### config.mk
export PLATFORM = sky130hd
export DESIGN_NAME = iq_ddc_demod
export DESIGN_NICKNAME = d
export VERILOG_FILES = /design/src/rtl/ddc_pkg.sv /design/src/rtl/iq_mix_lane.sv /design/src/rtl/iq_ddc_demod.sv
export SDC_FILE = /design/constraint.sdc
export NUM_CORES = 2
export LEC_CHECK = 0
export ABC_CLOCK_PERIOD_IN_PS = 12110
export CAP_MARGIN = 20
export CORE_ASPECT_RATIO = 1.75
export CORE_UTILIZATION = 60
export DETAILED_ROUTE_END_ITERATION = 16
export GPL_TIMING_DRIVEN = 0
export PLACE_DENSITY = 0.86
export SYNTH_ARGS = -nofsm -noshare
export SYNTH_HDL_FRONTEND = slang
export SYNTH_SLANG_ARGS = --single-unit
### constraint.sdc
create_clock -name clk -period 12.11 [get_ports clk]
set_input_delay 2.422 -clock clk [delete_from_list [all_inputs] [get_ports clk]]
set_output_delay 2.422 -clock clk [all_outputs]
set_load 0.01 [all_outputs]
### src/rtl/ddc_pkg.sv
// Shared types and helpers for the IQ downconverter: sample width, decimation
// limits, product saturation and decimation-ratio clamping.
package ddc_pkg;

    localparam int DATA_W       = 16;
    localparam int MAX_DEC_LOG2 = 8;
    localparam int ACC_W        = DATA_W + MAX_DEC_LOG2;

    typedef logic signed [DATA_W-1:0]   sample_t;
    typedef logic signed [2*DATA_W-1:0] prod_t;

    typedef struct packed {
        logic    ovf;
        sample_t val;
    } sat_t;

    // Clip a scaled product into sample range, flagging when clipping happened.
    function automatic sat_t sat16(input prod_t p);
        sat_t    r;
        sample_t max_v;
        sample_t min_v;
        max_v = {1'b0, {(DATA_W-1){1'b1}}};
        min_v = {1'b1, {(DATA_W-1){1'b0}}};
        r.ovf = 1'b0;
        r.val = p[DATA_W-1:0];
        if (p > prod_t'(max_v)) begin
            r.ovf = 1'b1;
            r.val = max_v;
        end else if (p < prod_t'(min_v)) begin
            r.ovf = 1'b1;
            r.val = min_v;
        end
        return r;
    endfunction

    function automatic logic [3:0] clamp_dec(input logic [3:0] d);
        return (d > 4'(MAX_DEC_LOG2)) ? 4'(MAX_DEC_LOG2) : d;
    endfunction

endpackage

### src/rtl/iq_mix_lane.sv
// One mixer lane: multiply sample by LO, saturate, then integrate-and-dump
// with a power-of-two shift on the last sample of each block.
module iq_mix_lane
    import ddc_pkg::*;
(
    input  logic       clk,
    input  logic       rst,
    input  sample_t    x,
    input  sample_t    lo,
    input  logic       mul_vld,
    input  logic       acc_vld,
    input  logic       acc_clr,
    input  logic       acc_last,
    input  logic [3:0] d,
    output sample_t    out,
    output logic       ovf
);

    prod_t                   prod_sh;
    sat_t                    s;
    sample_t                 p;
    logic signed [ACC_W-1:0] acc;
    logic signed [ACC_W-1:0] acc_sum;
    logic signed [ACC_W-1:0] dump;

    always_comb begin
        prod_sh = (prod_t'(x) * prod_t'(lo)) >>> (DATA_W-1);
        s       = sat16(prod_sh);
        ovf     = s.ovf;
        // A clr tag riding with a sample makes that sample the first of a fresh block.
        acc_sum = (acc_clr ? '0 : acc) + ACC_W'(p);
        dump    = acc_sum >>> d;
    end

    always_ff @(posedge clk) begin
        if (rst) begin
            p   <= '0;
            acc <= '0;
            out <= '0;
        end else begin
            if (mul_vld)
                p <= s.val;
            if (acc_vld) begin
                if (acc_last) begin
                    acc <= '0;
                    out <= dump[DATA_W-1:0];
                end else begin
                    acc <= acc_sum;
                end
            end else if (acc_clr) begin
                acc <= '0;
            end
        end
    end

endmodule

### src/rtl/iq_ddc_demod.sv
// IQ digital downconverter: offset-binary ADC x NCO cos/sin, followed by a
// selectable power-of-two integrate-and-dump decimator per lane.
module iq_ddc_demod #(
    parameter int DATA_W       = 16,
    parameter int MAX_DEC_LOG2 = 8,
    parameter int ACC_W        = DATA_W + MAX_DEC_LOG2
) (
    input  logic              clk,
    input  logic              rst,
    input  logic              in_valid,
    input  logic [DATA_W-1:0] adc_in,
    input  logic [DATA_W-1:0] lo_i,
    input  logic [DATA_W-1:0] lo_q,
    input  logic [3:0]        dec_log2,
    input  logic              blk_clr,
    output logic              out_valid,
    output logic [DATA_W-1:0] out_i,
    output logic [DATA_W-1:0] out_q,
    output logic              sat_flag
);

    import ddc_pkg::sample_t;
    import ddc_pkg::clamp_dec;

    // Lane arithmetic is sized from the package, so the parameters must agree with it.
    if (DATA_W != ddc_pkg::DATA_W || MAX_DEC_LOG2 != ddc_pkg::MAX_DEC_LOG2 ||
        ACC_W != ddc_pkg::ACC_W) begin : g_param_chk
        $error("iq_ddc_demod parameters must match ddc_pkg");
    end

    logic [1:0]              vld_pipe;  // [0] capture stage, [1] multiply stage
    logic [1:0]              clr_pipe;
    sample_t                 x1, lo_i1, lo_q1;
    logic [MAX_DEC_LOG2-1:0] cnt, cnt_eff, n_m1;
    logic [3:0]              d_q, d_eff;
    logic                    last, ovf_i, ovf_q;

    always_comb begin
        cnt_eff = clr_pipe[1] ? '0 : cnt;
        // The ratio is sampled live at the start of each block and held until its dump.
        d_eff   = (cnt_eff == '0) ? clamp_dec(dec_log2) : d_q;
        n_m1    = MAX_DEC_LOG2'((32'd1 << d_eff) - 32'd1);
        last    = vld_pipe[1] && (cnt_eff == n_m1);
    end

    always_ff @(posedge clk) begin
        if (rst) begin
            vld_pipe  <= '0;
            clr_pipe  <= '0;
            x1        <= '0;
            lo_i1     <= '0;
            lo_q1     <= '0;
            cnt       <= '0;
            d_q       <= '0;
            out_valid <= 1'b0;
            sat_flag  <= 1'b0;
        end else begin
            vld_pipe  <= {vld_pipe[0], in_valid};
            clr_pipe  <= {clr_pipe[0], blk_clr};
            if (in_valid) begin
                x1    <= {~adc_in[DATA_W-1], adc_in[DATA_W-2:0]};
                lo_i1 <= lo_i;
                lo_q1 <= lo_q;
            end
            if (vld_pipe[0] && (ovf_i || ovf_q))
                sat_flag <= 1'b1;
            out_valid <= last;
            if (vld_pipe[1] || clr_pipe[1])
                d_q <= d_eff;
            if (vld_pipe[1])
                cnt <= last ? '0 : cnt_eff + 1'b1;
            else if (clr_pipe[1])
                cnt <= '0;
        end
    end

    iq_mix_lane u_lane_i (
        .clk      (clk),
        .rst      (rst),
        .x        (x1),
        .lo       (lo_i1),
        .mul_vld  (vld_pipe[0]),
        .acc_vld  (vld_pipe[1]),
        .acc_clr  (clr_pipe[1]),
        .acc_last (last),
        .d        (d_eff),
        .out      (out_i),
        .ovf      (ovf_i)
    );

    iq_mix_lane u_lane_q (
        .clk      (clk),
        .rst      (rst),
        .x        (x1),
        .lo       (lo_q1),
        .mul_vld  (vld_pipe[0]),
        .acc_vld  (vld_pipe[1]),
        .acc_clr  (clr_pipe[1]),
        .acc_last (last),
        .d        (d_eff),
        .out      (out_q),
        .ovf      (ovf_q)
    );

endmodule

## Word level (Yosys, flattened, before mapping)

Cells that the tools add are included.

- Memories: 0
- Input port bits: 56
- Latch bits: 0
- Bits in registers: 178
- Bits in read-only memories: 0
- Bits in writable memories: 0
- Output and inout bits: 34

- Shifts and indexed selects: 3
- Muxes and demuxes: 15
- Bitwise operators: 1
- Add/subtract/negate cells: 4
- Reductions and logical operators: 6
- Eq/ne operators: 1
- Multipliers: 2
- Divide/modulo/power cells: 0
- $lt $le $gt $ge: 5

Operators with widths:

| kind | number |
|---|---|
| $mux 24 | 6 |
| $mux 17 | 4 |
| $mul 16x16->32 | 2 |
| $add 24x24->24 | 2 |
| $sshr 24x4->16 | 2 |
| $gt 17x16->1 const B | 2 |
| $lt 17x16->1 const B | 2 |
| $mux 8 | 3 |
| $add 8x1->8 const B | 1 |
| $eq 8x8->1 | 1 |
| $logic_not 8->1 | 1 |
| $mux 4 | 2 |
| $shl 1x4->8 const A | 1 |
| $sub 8x1->8 const B | 1 |
| $gt 4x4->1 const B | 1 |
| $logic_and 1x1->1 | 2 |
| $logic_or 1x1->1 | 2 |
| $reduce_and 2->1 | 1 |
| $not 1->1 | 1 |

## Logic depth before layout (Yosys ltp)

- Word-level depth: 9
- Gate-level depth with buffers: 27
- Mapped depth without buffers: 23

## By module

From an unflattened synthesis, not the netlist that was laid out.

- Cells, all modules: 3616
- Area total of the unflattened synthesis: 31652.9 µm²

Modules (own cells, without submodules):

| module | cells an instance | instances | sequential area each (µm²) | area an instance (µm²) |
|---|---|---|---|---|
| iq_mix_lane (u_lane_i) | 1661 | 1 | 1121.1 | 14416.3 |
| iq_mix_lane (u_lane_q) | 1627 | 1 | 1121.1 | 14208.6 |
| iq_ddc_demod | 328 | 1 | 1321.3 | 3027.9 |

## Least setup slack after synthesis

No wires, ideal clock.

- Kind: reg-to-reg
- Start point: register x1[15]
- End point: register u_lane_q.p[10]
- Data required time: 12.024 ns
- Slack: 5.129 ns
- Library setup time: 0.086 ns
- Buffers on the path: 2
- Arrival: 6.896 ns
- Cell stages (with the launch flop): 23
- Cell sequence: dfxtp_1 > clkbuf_1 > nand2_1 > inv_1 > fa_1 > fa_1 > fa_1 > fa_1 > fa_1 > inv_1 > fa_1 > inv_1 > ha_1 > a21oi_1 > nor2b_1 > o21a_1 > o41ai_1 > o21ai_0 > a2111oi_0 > xnor2_1 > clkbuf_1 > maj3_1 > a211oi_1

- Word-level cells in the longest chain between the ends: 4
- Elaborated cells on any way between the ends: 5
- Classes of those cells: 1 x mul; 2 x order compare; 2 x mux

RTL lines:

| what | line | text |
|---|---|---|
| start: declaration | iq_ddc_demod.sv:33 | `sample_t x1, lo_i1, lo_q1;` |
| start signal: assignment | iq_ddc_demod.sv:61 | `x1 <= {~adc_in[DATA_W-1], adc_in[DATA_W-2:0]};` |
| $mul 16x16->32 * | iq_mix_lane.sv:27 | `prod_sh = (prod_t'(x) * prod_t'(lo)) >>> (DATA_W-1);` |
| $lt 17x16->1 | ddc_pkg.sv:29 | `end else if (p < prod_t'(min_v)) begin` |
| $mux 17 | ddc_pkg.sv:29 |  |
| $mux 17 * | ddc_pkg.sv:26 | `if (p > prod_t'(max_v)) begin` |
| end signal: assignment | iq_mix_lane.sv:42 | `p <= s.val;` |
| end: declaration | iq_mix_lane.sv:21 | `sample_t p;` |

Mark *: on every way between the ends. The rest lies on a longest branch, timed or not.
A chain may end at the register's enable or synchronous reset.

## Final worst setup path

- Start point: register x1[1]
- End point: register u_lane_i.p[14]

- Word-level cells in the longest chain between the ends: 4
- Elaborated cells on any way between the ends: 5
- Classes of those cells: 1 x mul; 2 x order compare; 2 x mux

RTL lines:

| what | line |
|---|---|
| $mul 16x16->32 * | iq_mix_lane.sv:27 |
| $lt 17x16->1 | ddc_pkg.sv:29 |
| $mux 17 | ddc_pkg.sv:29 |
| $mux 17 * | ddc_pkg.sv:26 |
| end signal: assignment | iq_mix_lane.sv:42 |
| end: declaration | iq_mix_lane.sv:21 |

Marked as above.

==> metrics.md <==
| Metric | Value |
|---|---|
| Status | `finished, final reports clean` |
| Sw Share | `48.8%` |
| Postcts setup bufs | `0` |
| Total CTS buffers | `17` |
| Area delta synth->final | `7.66%` |
| Max Clk Rate | `116 MHz` |
| Post-synth EDFFs | `0` |
| Cells on worst reg2reg path | `24` |
| Die Y | `between 300 and 400 um` |
| CTS H-tree depth | `4` |
| Critical R2R Launch | `x1[1]$_SDFFE_PP0P_` |
| CP cell instances | `clkbuf_1 > clkbuf_1 > nand2_1 > fa_1 > inv_1 > fa_1 > ha_1 > fa_1 > inv_1 > fa_1 > fa_1 > inv_1 > ha_1 > and3_1 > o2111ai_1 > o21a_1 > o21ai_0 > o2111ai_1 > a21oi_1 > mux2i_1 > nor2_1 > clkbuf_1 > maj3_1 > a211oi_1` |
| Critical Path AT | `about 9000 ps` |
| Drt via density | `about 6.2` |
| Global-route wire length before repair | `roughly 170000 um` |
| Slew Viols, Final | `0` |
| Vias in the first global route | `30300` |
| Logic pwr share | `57.4%` |
| Leakage | `about 17 nW` |
| Crit-path slowest cell | `o21ai_0` |
| Post-Synth Simple-Gate Area | `between 10% and 20%` |
| Max clock buf depth | `2` |
| Slew HR | `between 20% and 30%` |
| Yosys warns | `0` |
| Grt ovf | `0` |
| Drt wl/cell | `24.7 um` |
| Setup crit start kind | `flip-flop` |
| Hold path start | `u_lane_i.out[6]$_SDFFE_PP0P_` |
| RSZ-0062 raised after global routing | `false` |
| Resized cells post-CTS | `0` |
| Slew @ Worst Pin | `1170 ps` |
| Router iterations before antenna repair | `7` |
| Top cell type's share of synthesized area | `33.4%` |
| Core ar. | `51600 um^2` |
| Global route hottest layer | `met2` |
| Worst r2r dst | `u_lane_i.p[14]$_SDFFE_PP0P_` |
| Fin nets | `between 4000 and 5000` |
| Hold_buf cts | `0` |
| CP Buf/Inv Count | `6` |
| Post-DRT Antenna Nets | `0` |
| Routed vias | `27700` |
| Post-DP HPWL | `89600 um` |
| Reg clk slew, reported paths | `90 ps` |
| GRT Util Overall | `42.8%` |
| Routability cong. | `around 1.1` |
| Multiplexer area fraction after synthesis | `~3.3%` |
| Final cycle utilization of the critical path | `71.0%` |
| Gate Count Post-Synth | `~3700` |
| Register area share after synthesis | `a little under an eighth` |
| Sequential share of power | `22.5%` |
| Critical path depth | `24` |
| Adder-Cell Fraction of Synth Area | `42.4%` |
| Initial core utilization | `60.8%` |
| Root buffer cell | `clkbuf_16` |
| Compound-Gate Fraction of Synth Area | `between 10% and 20%` |
| Leading post-synthesis cells by cell area | `fa_1 (33%), dfxtp_1 (11%), ha_1 (8.3%), inv_1 (7.2%), and2_1 (5.0%)` |
| Avg Cell Area, Syn | `8.57 um^2` |
| Clock skew | `15.5 ps` |
| Clock power frac | `20.1%` |
| Initial antenna violation count | `3` |
| Synth cell types | `88` |
| Synth area leader | `fa_1` |
| CTS sink count | `178` |
| Main combinational cell family by area after synthesis | `adder cells` |
| CP delay by family, top | `adder cells` |
| Met3 Track Usage GR | `between 10 and 15%` |
| Hold Path Sink | `u_lane_i.out[6]$_SDFFE_PP0P_` |
| R2r setup slk | `3510 ps` |
| Grt met1 use | `38.5%` |
| Max-cap viol count | `0` |
| Largest net degree at the start of global routing | `22` |
| Hold Crit Class | `flip-flop to flip-flop` |
| Port Buffer Count | `88` |
| Fin. Hold Viols | `0` |
| CP max FO | `10` |
| Req. time, crit path | `12530 ps` |
| Main synth FF type | `dfxtp_1` |
| Site Rows | `110` |
| Ys async rst share | `0%` |
| DRC | `0` |
| Layout cells sized above 1 | `2.64%` |
| Hold depth | `2` |
| I/O pins | `90` |
| Placed cell areas | `33100 um^2` |
| Post-Synth XOR/XNOR Area | `2.76%` |
| Power Dens Cells | `90.8 nW/um^2` |
| Routed WL | `110000 um` |
| Psw | `0.00150 W` |
| Fin area | `between 30000 and 40000 um^2` |
| Crit path kind | `flip-flop to flip-flop` |
| Met2 global-route usage | `74.3%` |
| Final setup fails | `0` |
| CTS tree | `done` |
| CP max stage delay | `790 ps` |
| Total negative setup slack | `0 ps` |
| Die Wd | `175 um` |
| Post-Syn Area | `31400 um^2` |
| Maximum vdd ir drop | `0.126 mV` |
| Post-synthesis register bit count | `178` |
| Top cell by count, worst path | `fa_1` |
| Core Util, Final | `65.5%` |
| Die area | `about 53000 um^2` |
| Int Pwr | `~0.0016 W` |
| Later-pin clock latency in the skew report | `roughly 500 ps` |
| Initial DRC count | `around 2300` |
| Endpoint class of the critical path | `flip-flop` |
| Fin crit period | `8600 ps` |
| Syn Nets | `roughly 4400` |
## power groups by stage
stage               Combinational, W  Sequential, W  Clock (W)
global placement             0.00165       0.000693          0
floorplan                    0.00122       0.000655          0
CTS                          0.00172       0.000680   0.000611
finish                       0.00176       0.000690   0.000618
global route                 0.00192       0.000690   0.000632
detailed placement           0.00171       0.000694          0
## cells in the mapped netlist, types with 19 or more instances
library cell / instances
a211oi_1: 54
a21o_1: 43
a21oi_1: 135
and2_1: 253
and3_1: 57
clkbuf_1: 181
dfxtp_1: 178
fa_1: 524
ha_1: 207
inv_1: 602
maj3_1: 24
mux2i_1: 79
nand2_1: 367
nand2b_1: 28
nand3_1: 31
nor2_1: 274
nor2b_1: 72
nor3_1: 44
o211ai_1: 19
o21ai_0: 75
xnor2_1: 61
xor2_1: 38
## worst min-delay path, cell delays in order, from the launching register on
cell	delay, ps
dfxtp_1	320
nand2_1	50
a21oi_1	50
## metrics by stage
stage / hold slack (ps) / setup slack (ps) / cells / total power (W)
after floorplan: 414 / 5130 / 3660 / 0.00188
after global placement: 441 / 3850 / 4420 / 0.00235
after detailed placement: 447 / 3730 / 4422 / 0.00241
after CTS: 460 / 3670 / 4454 / 0.00301
after global routing: 479 / 3320 / 4457 / 0.00325
final: 461 / 3510 / 4458 / 0.00307
## kinds of logic after synthesis
family,after synthesis
compound gates,530
buf+inv,806
flops,178
mux,99
simple gates,1193
fa+ha+maj,755
xor+xnor,99
## cell type report
cell class,instances,area (um^2)
Clock buffer,17,425
Multi-Input combinational cell,2676,24700
Tap cell,672,841
Clock inverter,15,196
Antenna cell,1,2.50
Fill cell,4279,17800
Buffer,202,815
Sequential cell,178,3560
Timing Repair Buffer,93,937
Inverter,604,2270
## how the worst max path moves through the flow
| stage | startpoint | endpoint | slack [ps] |
|---|---|---|---|
| after global routing | x1[0]$_SDFFE_PP0P_ | u_lane_i.p[14]$_SDFFE_PP0P_ | 3320 |
| after detailed placement | x1[0]$_SDFFE_PP0P_ | u_lane_i.p[14]$_SDFFE_PP0P_ | 3730 |
| after global placement | x1[1]$_SDFFE_PP0P_ | u_lane_i.p[14]$_SDFFE_PP0P_ | 3850 |
| after floorplan | x1[15]$_SDFFE_PP0P_ | u_lane_q.p[10]$_SDFFE_PP0P_ | 5130 |
| final | x1[1]$_SDFFE_PP0P_ | u_lane_i.p[14]$_SDFFE_PP0P_ | 3510 |
| after CTS | x1[1]$_SDFFE_PP0P_ | u_lane_i.p[14]$_SDFFE_PP0P_ | 3670 |
## metal layers
layer / part of all wire (%) / up-vias
li1: - / 12000
met5: 0.022 / -
met2: 50 / 1576
met3: 7.7 / 768
met1: 30 / 13400
met4: 13 / 4
## registers in the layout, summed over array words and instances (netlist names)
signal	flops
u_lane_i.acc	24
u_lane_q.acc	24
lo_i1	16
lo_q1	16
u_lane_i.out	16
u_lane_i.p	16
u_lane_q.out	16
u_lane_q.p	16
x1	16
cnt	8
d_q	4
clr_pipe	2
vld_pipe	2
out_valid	1
sat_flag	1
## layout by cell type, fill, tap and decap left out, drive strengths merged, types with 13 or more instances in the layout
master         netlist  final
mux2i               80     80
a22oi               13     13
fa                 524    524
nand2b              29     29
a21o                43     43
dfxtp              178    178
inv                603    611
buf                 21     25
nand2              367    367
and3                57     57
nand4               16     16
clkdlybuf4s50        0     88
a211oi              54     54
xnor2               61     61
xor2                38     38
ha                 207    207
nor2               275    275
o211ai              19     19
a21oi              135    135
nor2b               72     72
maj3                24     24
a31oi               16     16
mux2                17     17
and2               253    253
clkbuf             181    198
o21ai               77     77
nand3               31     31
a221oi              17     17
a311oi              14     14
nor3                45     45
No activity file was read; power rests on OpenSTA's default activity.
